[config.mk]
export PLATFORM = sky130hd
export DESIGN_NAME = and_64bit
export DESIGN_NICKNAME = d
export VERILOG_FILES = /design/src/rtl/and_64bit_pkg.sv /design/src/rtl/and_64bit_and_1bit.sv /design/src/rtl/and_64bit.sv
export SDC_FILE = /design/constraint.sdc
export NUM_CORES = 1
export LEC_CHECK = 0
export CAP_MARGIN = 20
export CORE_MARGIN = 8
export CORE_UTILIZATION = 31
export DETAILED_ROUTE_END_ITERATION = 8
export GPL_ROUTABILITY_DRIVEN = 0
export PLACE_DENSITY = 0.92
export SLEW_MARGIN = 20
export SYNTH_ARGS = -nofsm -noshare
export SYNTH_HDL_FRONTEND = slang
export SYNTH_SLANG_ARGS = --single-unit
[constraint.sdc]
create_clock -name clk -period 1.7 [get_ports clk]
set_input_delay 0.425 -clock clk [delete_from_list [all_inputs] [get_ports clk]]
set_output_delay 0.425 -clock clk [all_outputs]
set_load 0.02 [all_outputs]
[src/rtl/and_64bit_pkg.sv]
// Shared execute-stage ALU package: condition-flag layout used by every
// unit that produces a cf_* vector, plus a helper that packs the flags.
package and_64bit_pkg;

    localparam int FLAG_W = 3;
    localparam int ZF_BIT = 0;
    localparam int SF_BIT = 1;
    localparam int OF_BIT = 2;

    // Flags presented on an idle cycle when outputs are not held: result 0, ZF set.
    localparam logic [FLAG_W-1:0] FLAGS_IDLE = 3'b001;

    // Pack zero/sign information into the shared flag layout; AND never overflows.
    function automatic logic [FLAG_W-1:0] pack_flags(input logic zero, input logic msb);
        logic [FLAG_W-1:0] f;
        f         = '0;
        f[ZF_BIT] = zero;
        f[SF_BIT] = msb;
        f[OF_BIT] = 1'b0;
        return f;
    endfunction

endpackage

[src/rtl/and_64bit_and_1bit.sv]
// Single-bit AND cell, replicated across the operand width by and_64bit.
module and_1bit (
    input  logic a,
    input  logic b,
    output logic out
);

    assign out = a & b;

endmodule

[src/rtl/and_64bit.sv]
// and_64bit: registered bitwise AND with condition flags and one-cycle latency.
// Optional build macro AND_64BIT_HOLD_EN: when defined, out/cf_and keep their
// last values on idle cycles; otherwise they load 0 / ZF-only flags.
// Reset is synchronous and active-low; it overrides any valid input.
module and_64bit
    import and_64bit_pkg::*;
#(
    parameter int WIDTH = 64
) (
    input  logic                    clk,
    input  logic                    rst_n,
    input  logic                    in_valid,
    input  logic signed [WIDTH-1:0] a,
    input  logic signed [WIDTH-1:0] b,
    output logic signed [WIDTH-1:0] out,
    output logic [FLAG_W-1:0]       cf_and,
    output logic                    out_valid
);

    logic [WIDTH-1:0]  and_s;
    logic [WIDTH-1:0]  next_out_s;
    logic [FLAG_W-1:0] next_flags_s;

    // One AND cell per bit; signedness of the operands plays no part here.
    for (genvar i = 0; i < WIDTH; i++) begin : g_bit
        and_1bit u_and_1bit (
            .a   (a[i]),
            .b   (b[i]),
            .out (and_s[i])
        );
    end

    // Select the value the output registers load this cycle (new result or idle value).
    always_comb begin
        next_out_s   = '0;
        next_flags_s = FLAGS_IDLE;
        if (in_valid) begin
            next_out_s   = and_s;
            next_flags_s = pack_flags((and_s == '0), and_s[WIDTH-1]);
        end else begin
`ifdef AND_64BIT_HOLD_EN
            next_out_s   = out;
            next_flags_s = cf_and;
`else
            next_out_s   = '0;
            next_flags_s = FLAGS_IDLE;
`endif
        end
    end

    // Output registers; reset wins over a same-cycle valid and drops any in-flight result.
    always_ff @(posedge clk) begin
        if (!rst_n) begin
            out       <= '0;
            cf_and    <= '0;
            out_valid <= 1'b0;
        end else begin
            out       <= next_out_s;
            cf_and    <= next_flags_s;
            out_valid <= in_valid;
        end
    end

endmodule

**Word level (Yosys, flattened, before mapping)**

Cells that the tools add are included.

- Bitwise gates (word level): 64
- Reduce and logical (&&, ||, !) cells: 2
- Muxes and demuxes: 1

Operator list:

| kind | number |
|---|---|
| $and A1 B1 Y1 | 64 |
| $logic_not A64 Y1 | 1 |
| $reduce_and A2 Y1 | 1 |
| $mux W1 | 1 |

- Output and inout bits: 68
- Input port bits: 131
- Flip-flop bits (word level): 68
- Logic and storage cells: 71

**Longest topological paths before layout**

Gate-level depths: netlist (run 1).

- Depth in word-level cells: 3
- Gate-level depth with buffers: 5
- Gate-level depth less buffers: 5

**Modules after synthesis**

Synthesis (run 1) repeated with hierarchy kept, for this count alone.

- Cells, all modules: 234
- Area, all modules: 2366.0 µm²

By module, submodules not included:

| module | times used | sequential area each (µm²) | area an instance (µm²) | cells each |
|---|---|---|---|---|
| and_64bit | 1 | 1321.3 | 1965.6 | 170 |
| and_1bit | 64 | 0.0 | 6.3 | 1 |

**Worst setup path after synthesis (run 1)**

Ideal clock, no wire load.

- Path kind: input port to flip-flop
- From: input a[10]
- To: register cf_and[0]
- Setup slack: 0.473 ns
- Arrival: 1.157 ns
- Path buffers: 0
- Required time: 1.630 ns
- Setup time: 0.070 ns
- Stages: 5
- Path through: a22oi_1 -> nand3_1 -> nor4_1 -> nand4_1 -> a21boi_1

- Word-level cells in the longest chain between the ends: 3

Ends and longest elaborated chain:

| item | line | source |
|---|---|---|
| start, declared | and_64bit.sv:13 | `input logic signed [WIDTH-1:0] a,` |
| $and A1 B1 Y1 | and_64bit_and_1bit.sv:8 | `assign out = a & b;` |
| $logic_not A64 Y1 | and_64bit.sv:39 | `next_flags_s = pack_flags((and_s == '0), and_s[WIDTH-1]);` |
| $mux W1 | and_64bit.sv:37 | `if (in_valid) begin` |
| end signal, assigned | and_64bit.sv:59 | `cf_and <= next_flags_s;` |
| end, declared | and_64bit.sv:16 | `output logic [FLAG_W-1:0] cf_and,` |

No other way between the ends.
A chain may end at the register's enable or synchronous reset.

**Worst setup path after layout (run 1)**

- From: register out[10]
- To: output out[10]

RTL lines:

| item | line | source |
|---|---|---|
| start, declared | and_64bit.sv:15 | `output logic signed [WIDTH-1:0] out,` |
| start signal, assigned | and_64bit.sv:58 | `out <= next_out_s;` |

No word-level cell between the ends.

==> flow_metrics.env, run 1 <==
export IMPL_status="finished clean"
export IMPL_finalCoreUtilization_pct=71.3
export IMPL_syn_num_nets=352
export IMPL_hold_ws_ps=654
export IMPL_cap_violations=0
export IMPL_hold_path_depth=3
export IMPL_drive_above_1_share_pct=9.15
export IMPL_arrival_ps=1240
export IMPL_crit_path_max_incr_delay_ps=610
export IMPL_yosys_most_used_dff="dfxtp_1"
export IMPL_grt_pass1_wl_um=13600
export IMPL_clock_root_buffer="clkbuf_8"
export IMPL_fmax_ghz=0.599
export IMPL_grt_pass1_vias=2742
export IMPL_crit_required_ps=1270
export IMPL_fin_cells=525
export IMPL_p_per_area_nw_per_um2=741
export IMPL_dieHeight_um=96.7
export IMPL_critical_path_cell_chain="clkdlybuf4s50_1"
export IMPL_rsz0062_at_grt="no"
export IMPL_area_delta_synth_final_pct=123
export IMPL_numCtsBuffers=9
export IMPL_grt_start_max_net_pins=30
export IMPL_ys_types=15
export IMPL_path_class="flip-flop to primary output"
export IMPL_post_cts_buffers=0
export IMPL_finalMaxSlewViolations=0
export IMPL_synthesis_area_um2=2020
export IMPL_dr_first_iter_drc_count=74
export IMPL_setup_worst_path_end_class="primary output"
export IMPL_synth_edf_count=0
export IMPL_hold_start="b[54]"
export IMPL_fin_setup_tns_ps=0
export IMPL_syn_area_per_cell_um2=9.14
export IMPL_antenna_found_initial=0
export IMPL_worstHoldPathType="input pin to flip-flop"
export IMPL_drtPass1Iterations=4
export IMPL_final_hold_viol_count=0
export IMPL_syn_inst=221
export IMPL_antenna_cells=0
export IMPL_detail_route_antenna_nets=0
export IMPL_remaining_drc_errors=0
export IMPL_synth_area_leaders="dfxtp_1 65%, nand2_1 9.9%, nor2_1 9.7%"
export IMPL_ys_warn_count=0
export IMPL_final_cell_area_um2=4500
export IMPL_synth_seq_cells=66
export IMPL_clk_pin_slew_ps=70
export IMPL_start_util_pct=32.0
export IMPL_fin_crit_sh_pct=98.2
export IMPL_path_delay_family="buffers and inverters"
export IMPL_synth_largest_area_cell="dfxtp_1"
export IMPL_io_buffers=197
export IMPL_num_vias=2408
export IMPL_cts_sinks=66
export IMPL_min_period_ps=1670
export IMPL_vias_per_cell=4.59
export IMPL_crit_fanout=1
export IMPL_hold_path_endpoint="out[54]$_SDFF_PN0_"
export IMPL_clock_path_buffers=2
export IMPL_rows=29
export IMPL_synth_top_area_share_pct=65.4
export IMPL_wl_per_cell_um=17.2
export IMPL_grt_ovfl_total=0
export IMPL_path_buf_inv=1
export IMPL_die_x_um=96.7
export IMPL_async_flop_share_pct=0
export IMPL_slowest_stage="clkdlybuf4s50_1"
export IMPL_post_dp_cell_area_um2=4220
export IMPL_fp_coreArea_um2=6310
export IMPL_start_kind="flip-flop"
export IMPL_htree_num_levels=3
export IMPL_yosysMostFrequentCell="dfxtp_1"
export IMPL_dp_cells=509
export IMPL_setup_viol=0
export IMPL_dpl_hpwl_um=7400
export IMPL_grt_usage_pct=18.1
export IMPL_fillCellCount=489
export IMPL_ios=199
export IMPL_ys_seq_area_share_pct=65.4
export IMPL_ir_worst_vdd_mv=0.486
export IMPL_wl_um=9010
export IMPL_cts_tree="yes"
export IMPL_yosys_top_cells_count="66 x dfxtp_1, 53 x nand2_1, 52 x nor2_1"
export IMPL_p_leak_nw=2.62
export IMPL_die_area_um2=9350
export IMPL_fin_nets=574
[repair_timing]
| action | in CTS | in global routing |
|---|---|---|
| hold buffers | 0 | 0 |
| gates resized for setup | 14 | 47 |
| endpoints found under the setup margin | 14 | 45 |
[cell type report]
cell class | instances | area (um^2) | share of cell area, %
timing repair buffer | 219 | 2230 | 49.5
sequential | 66 | 1320 | 29.3
multi-input combinational | 146 | 687 | 15.3
clock buffer | 13 | 149 | 3.31
tap | 77 | 96.3 | 2.14
clock inverter | 3 | 15.0 | 0.333
inverter | 1 | 3.75 | 0.0834
[where the power goes]
| part | internal (mW) | switching, mW |
|---|---|---|
| clock network | 0.564 | 0.546 |
| registers | 1.59 | 0.0104 |
| logic | 0.390 | 0.236 |
[cells in the final DEF (no fill, tap or decap)]
| master | instances |
|---|---|
| nor2_1 | 52 |
| dlymetal6s2s_1 | 44 |
| nand4_1 | 11 |
| dfxtp_1 | 66 |
| inv_1 | 1 |
| buf_4 | 22 |
| a21boi_1 | 1 |
| and3_1 | 11 |
| nand2_1 | 52 |
| clkdlybuf4s50_1 | 140 |
| nor4_4 | 1 |
| conb_1 | 1 |
| and3_2 | 1 |
| a22oi_1 | 6 |
| clkbuf_1 | 3 |
| nor4_2 | 3 |
| nand3_1 | 6 |
| clkbuf_8 | 10 |
| dlygate4sd2_1 | 13 |
| clkinv_2 | 3 |
| nand2_2 | 1 |
[sequential cells by signal (all words and copies together), names as in the netlist]
register and flops:
out_valid 1, out 64, cf_and 1
[worst max path at each step]
| stage | from | endpoint | cells after the start |
|---|---|---|---|
| final | out[10]$_SDFF_PN0_ | out[10] | 1 |
| after global routing | out[27]$_SDFF_PN0_ | out[27] | 1 |
| after CTS | out_valid$_SDFF_PN0_ | out_valid | 1 |
| after floorplan | a[10] | cf_and[0]$_SDFF_PN0_ | 5 |
| after detailed placement | a[46] | cf_and[0]$_SDFF_PN0_ | 6 |
| after global placement | a[46] | cf_and[0]$_SDFF_PN0_ | 6 |
[through the flow]
stage	setup slack (ps)	total power, mW
finish	30.5	3.34
global route	0.00899	3.49
CTS	0.0966	3.37
detailed placement	-324	2.26
global placement	-290	2.25
floorplan	473	1.80
[kinds of logic after synthesis]
logic type | count (synthesis) | synth area share (%)
flip-flops | 66 | 65.4
AND/OR/NAND/NOR | 138 | 29.7
AO/OA/AOI/OAI | 7 | 2.60
other | 1 | 0.186
buffers and inverters | 9 | 2.04
[metal layers]
metal / share of wire [%] / wire, um / GRT usage, %
met5: 0 / 0 / 0
met4: 2.2 / 198 / 7.93
met3: 9.2 / 830 / 8.46
met2: 52 / 4720 / 33.6
met1: 36 / 3260 / 16.3
Note: power is estimated with default switching activity, not from simulation.
==> inputs of run 2 (changes only) <==
--- a/config.mk
+++ b/config.mk
@@ -6,10 +6,11 @@
 export NUM_CORES = 1
 export LEC_CHECK = 0
 export CAP_MARGIN = 20
-export CORE_MARGIN = 8
+export CORE_MARGIN = 1.5
 export CORE_UTILIZATION = 31
 export DETAILED_ROUTE_END_ITERATION = 8
 export GPL_ROUTABILITY_DRIVEN = 0
+export GPL_TIMING_DRIVEN = 0
 export PLACE_DENSITY = 0.92
 export SLEW_MARGIN = 20
 export SYNTH_ARGS = -nofsm -noshare
==> flow_metrics.env, run 2 (synthesis gave the netlist of run 1 again) <==
export IMPL_status="finished clean"
export IMPL_grt_start_max_net_pins=12
export IMPL_crit_path_max_incr_delay_ps=610
export IMPL_switchingPower_uw=786
export IMPL_hold_path_endpoint="out[2]$_SDFF_PN0_"
export IMPL_final_cell_mix="149 x clkdlybuf4s50_1, 66 x dfxtp_1, 53 x nand2_1"
export IMPL_cts_sinks=66
export IMPL_start_util_pct=32.0
export IMPL_slowest_stage="clkdlybuf4s50_1"
export IMPL_hold_start="b[2]"
export IMPL_crit_start="out[32]$_SDFF_PN0_"
export IMPL_dr_first_iter_drc_count=62
export IMPL_dpl_hpwl_um=6230
export IMPL_grt_pass1_vias=2527
export IMPL_antenna_cells=0
export IMPL_clock_path_buffers=2
export IMPL_critical_path_cell_chain="clkdlybuf4s50_1"
export IMPL_detail_route_antenna_nets=0
export IMPL_remaining_drc_errors=0
export IMPL_final_hold_viol_count=0
export IMPL_drtPass1Iterations=6
export IMPL_layout_commonest_cell="clkdlybuf4s50_1"
export IMPL_ios=199
export IMPL_grt_usage_pct=21.5
export IMPL_cap_violations=0
export IMPL_postCtsHoldBufs=0
export IMPL_worstHoldPathType="input pin to flip-flop"
export IMPL_pwr_share_clk_pct=33.8
export IMPL_pwr_share_comb_pct=17.7
export IMPL_die_area_um2=7010
export IMPL_path_delay_family="buffers and inverters"
export IMPL_ir_worst_vdd_mv=0.520
export IMPL_p_per_area_nw_per_um2=760
export IMPL_power_frac_seq_pct=48.4
export IMPL_htree_num_levels=3
export IMPL_min_period_ps=1670
export IMPL_p_int_mw=2.52
export IMPL_area_delta_synth_final_pct=115
export IMPL_num_vias=2362
export IMPL_finalMaxSlewViolations=0
export IMPL_numCtsBuffers=9
export IMPL_cts_tree="yes"
export IMPL_drive_above_1_share_pct=4.38
export IMPL_top_register="out"
export IMPL_antenna_found_initial=0
export IMPL_reg_top3="out x64, cf_and x1, out_valid x1"
export IMPL_setup_worst_path_end_class="primary output"
export IMPL_fmax_ghz=0.599
export IMPL_crit_required_ps=1270
export IMPL_fin_setup_tns_ps=0
export IMPL_clk_pin_slew_ps=70
export IMPL_fp_coreArea_um2=6310
export IMPL_rows=29
export IMPL_fin_nets=560
export IMPL_p_leak_nw=2.43
export IMPL_crit_fanout=1
export IMPL_rsz0062_at_grt="no"
export IMPL_setup_viol=0
export IMPL_swShare_pct=23.8
export IMPL_path_class="flip-flop to primary output"
export IMPL_dieHeight_um=83.7
export IMPL_vias_per_cell=4.62
export IMPL_tightest_slew_ps=531
export IMPL_io_buffers=197
export IMPL_post_dp_cell_area_um2=4090
export IMPL_wl_per_cell_um=14.6
export IMPL_fin_crit_sh_pct=98.3
export IMPL_grt_pass1_wl_um=11700
export IMPL_die_x_um=83.7
export IMPL_grt_ovfl_total=0
export IMPL_start_kind="flip-flop"
export IMPL_largest_register_ffs=64
export IMPL_slew_headroom_pct=64.6
export IMPL_arrival_ps=1250
export IMPL_final_cell_area_um2=4350
export IMPL_wl_um=7470
export IMPL_clock_root_buffer="clkbuf_8"
export IMPL_hold_path_depth=3
export IMPL_path_buf_inv=1
==> run 2: cell types whose count changed in the layout (fill, tap and decap cells not counted), sizes merged <==
cell,previous run,this run
dlymetal6s2s,44,39
clkbuf,13,17
dlygate4sd2,13,9
clkinvlp,0,2
clkdlybuf4s50,140,149
buf,22,2
==> run 2: routing by layer <==
| metal | up-vias | share of wire (%) | routed length (um) | track usage (%) |
|---|---|---|---|---|
| met4 | 0 | 1.9 | 142 | 6.86 |
| li1 | 1140 | - | - | - |
| met2 | 144 | 55 | 4090 | 42.2 |
| met5 | - | 0 | 0 | 0 |
| met3 | 16 | 9.6 | 717 | 7.52 |
| met1 | 1062 | 34 | 2520 | 20.5 |
==> run 2: metrics by stage <==
step	utilization, %	setup WS (ps)	hold WS, ps	power (mW)	std cells
after global routing	68.8	1.37	641	3.45	511
final	68.8	29.5	646	3.30	511
after detailed placement	64.7	-277	988	2.23	495
after global placement	64.7	-234	985	2.22	495
after CTS	67.3	3.51	634	3.35	511
after floorplan	-	473	516	1.80	221
==> run 2: worst max path at each step <==
stage / to / slack [ps] / depth (start not counted)
3_3_place_gp: cf_and[0]$_SDFF_PN0_ / -230 / 6
5_1_grt: out[9] / 1 / 1
6_report: out[32] / 30 / 1
2_1_floorplan: cf_and[0]$_SDFF_PN0_ / 470 / 5
3_5_place_dp: cf_and[0]$_SDFF_PN0_ / -280 / 6
4_1_cts: out[21] / 4 / 1
==> run 2: timing repair <==
item                                    4_1_cts  5_1_grt
endpoints found under the hold margin         0        0
buffers inserted                              0        0
endpoints found under the setup margin        9       39
resized for setup                             9       39
==> run 2: area by class of cell <==
class	instances	area (um^2)
Inverter	1	3.75
Buffer	8	37.5
Tap cell	77	96.3
Clock inverter	5	30.0
Clock buffer	11	141
Timing Repair Buffer	197	2060
Fill cell	528	1970
Multi-Input combinational cell	146	657
Sequential cell	66	1320
==> run 2: power by group through the flow <==
stage	Sequential (mW)	Clock, mW	Combinational, mW
detailed placement	1.64	0	0.595
global placement	1.63	0	0.585
finish	1.60	1.12	0.586
floorplan	1.69	0	0.108
global route	1.60	1.22	0.630
CTS	1.60	1.15	0.595
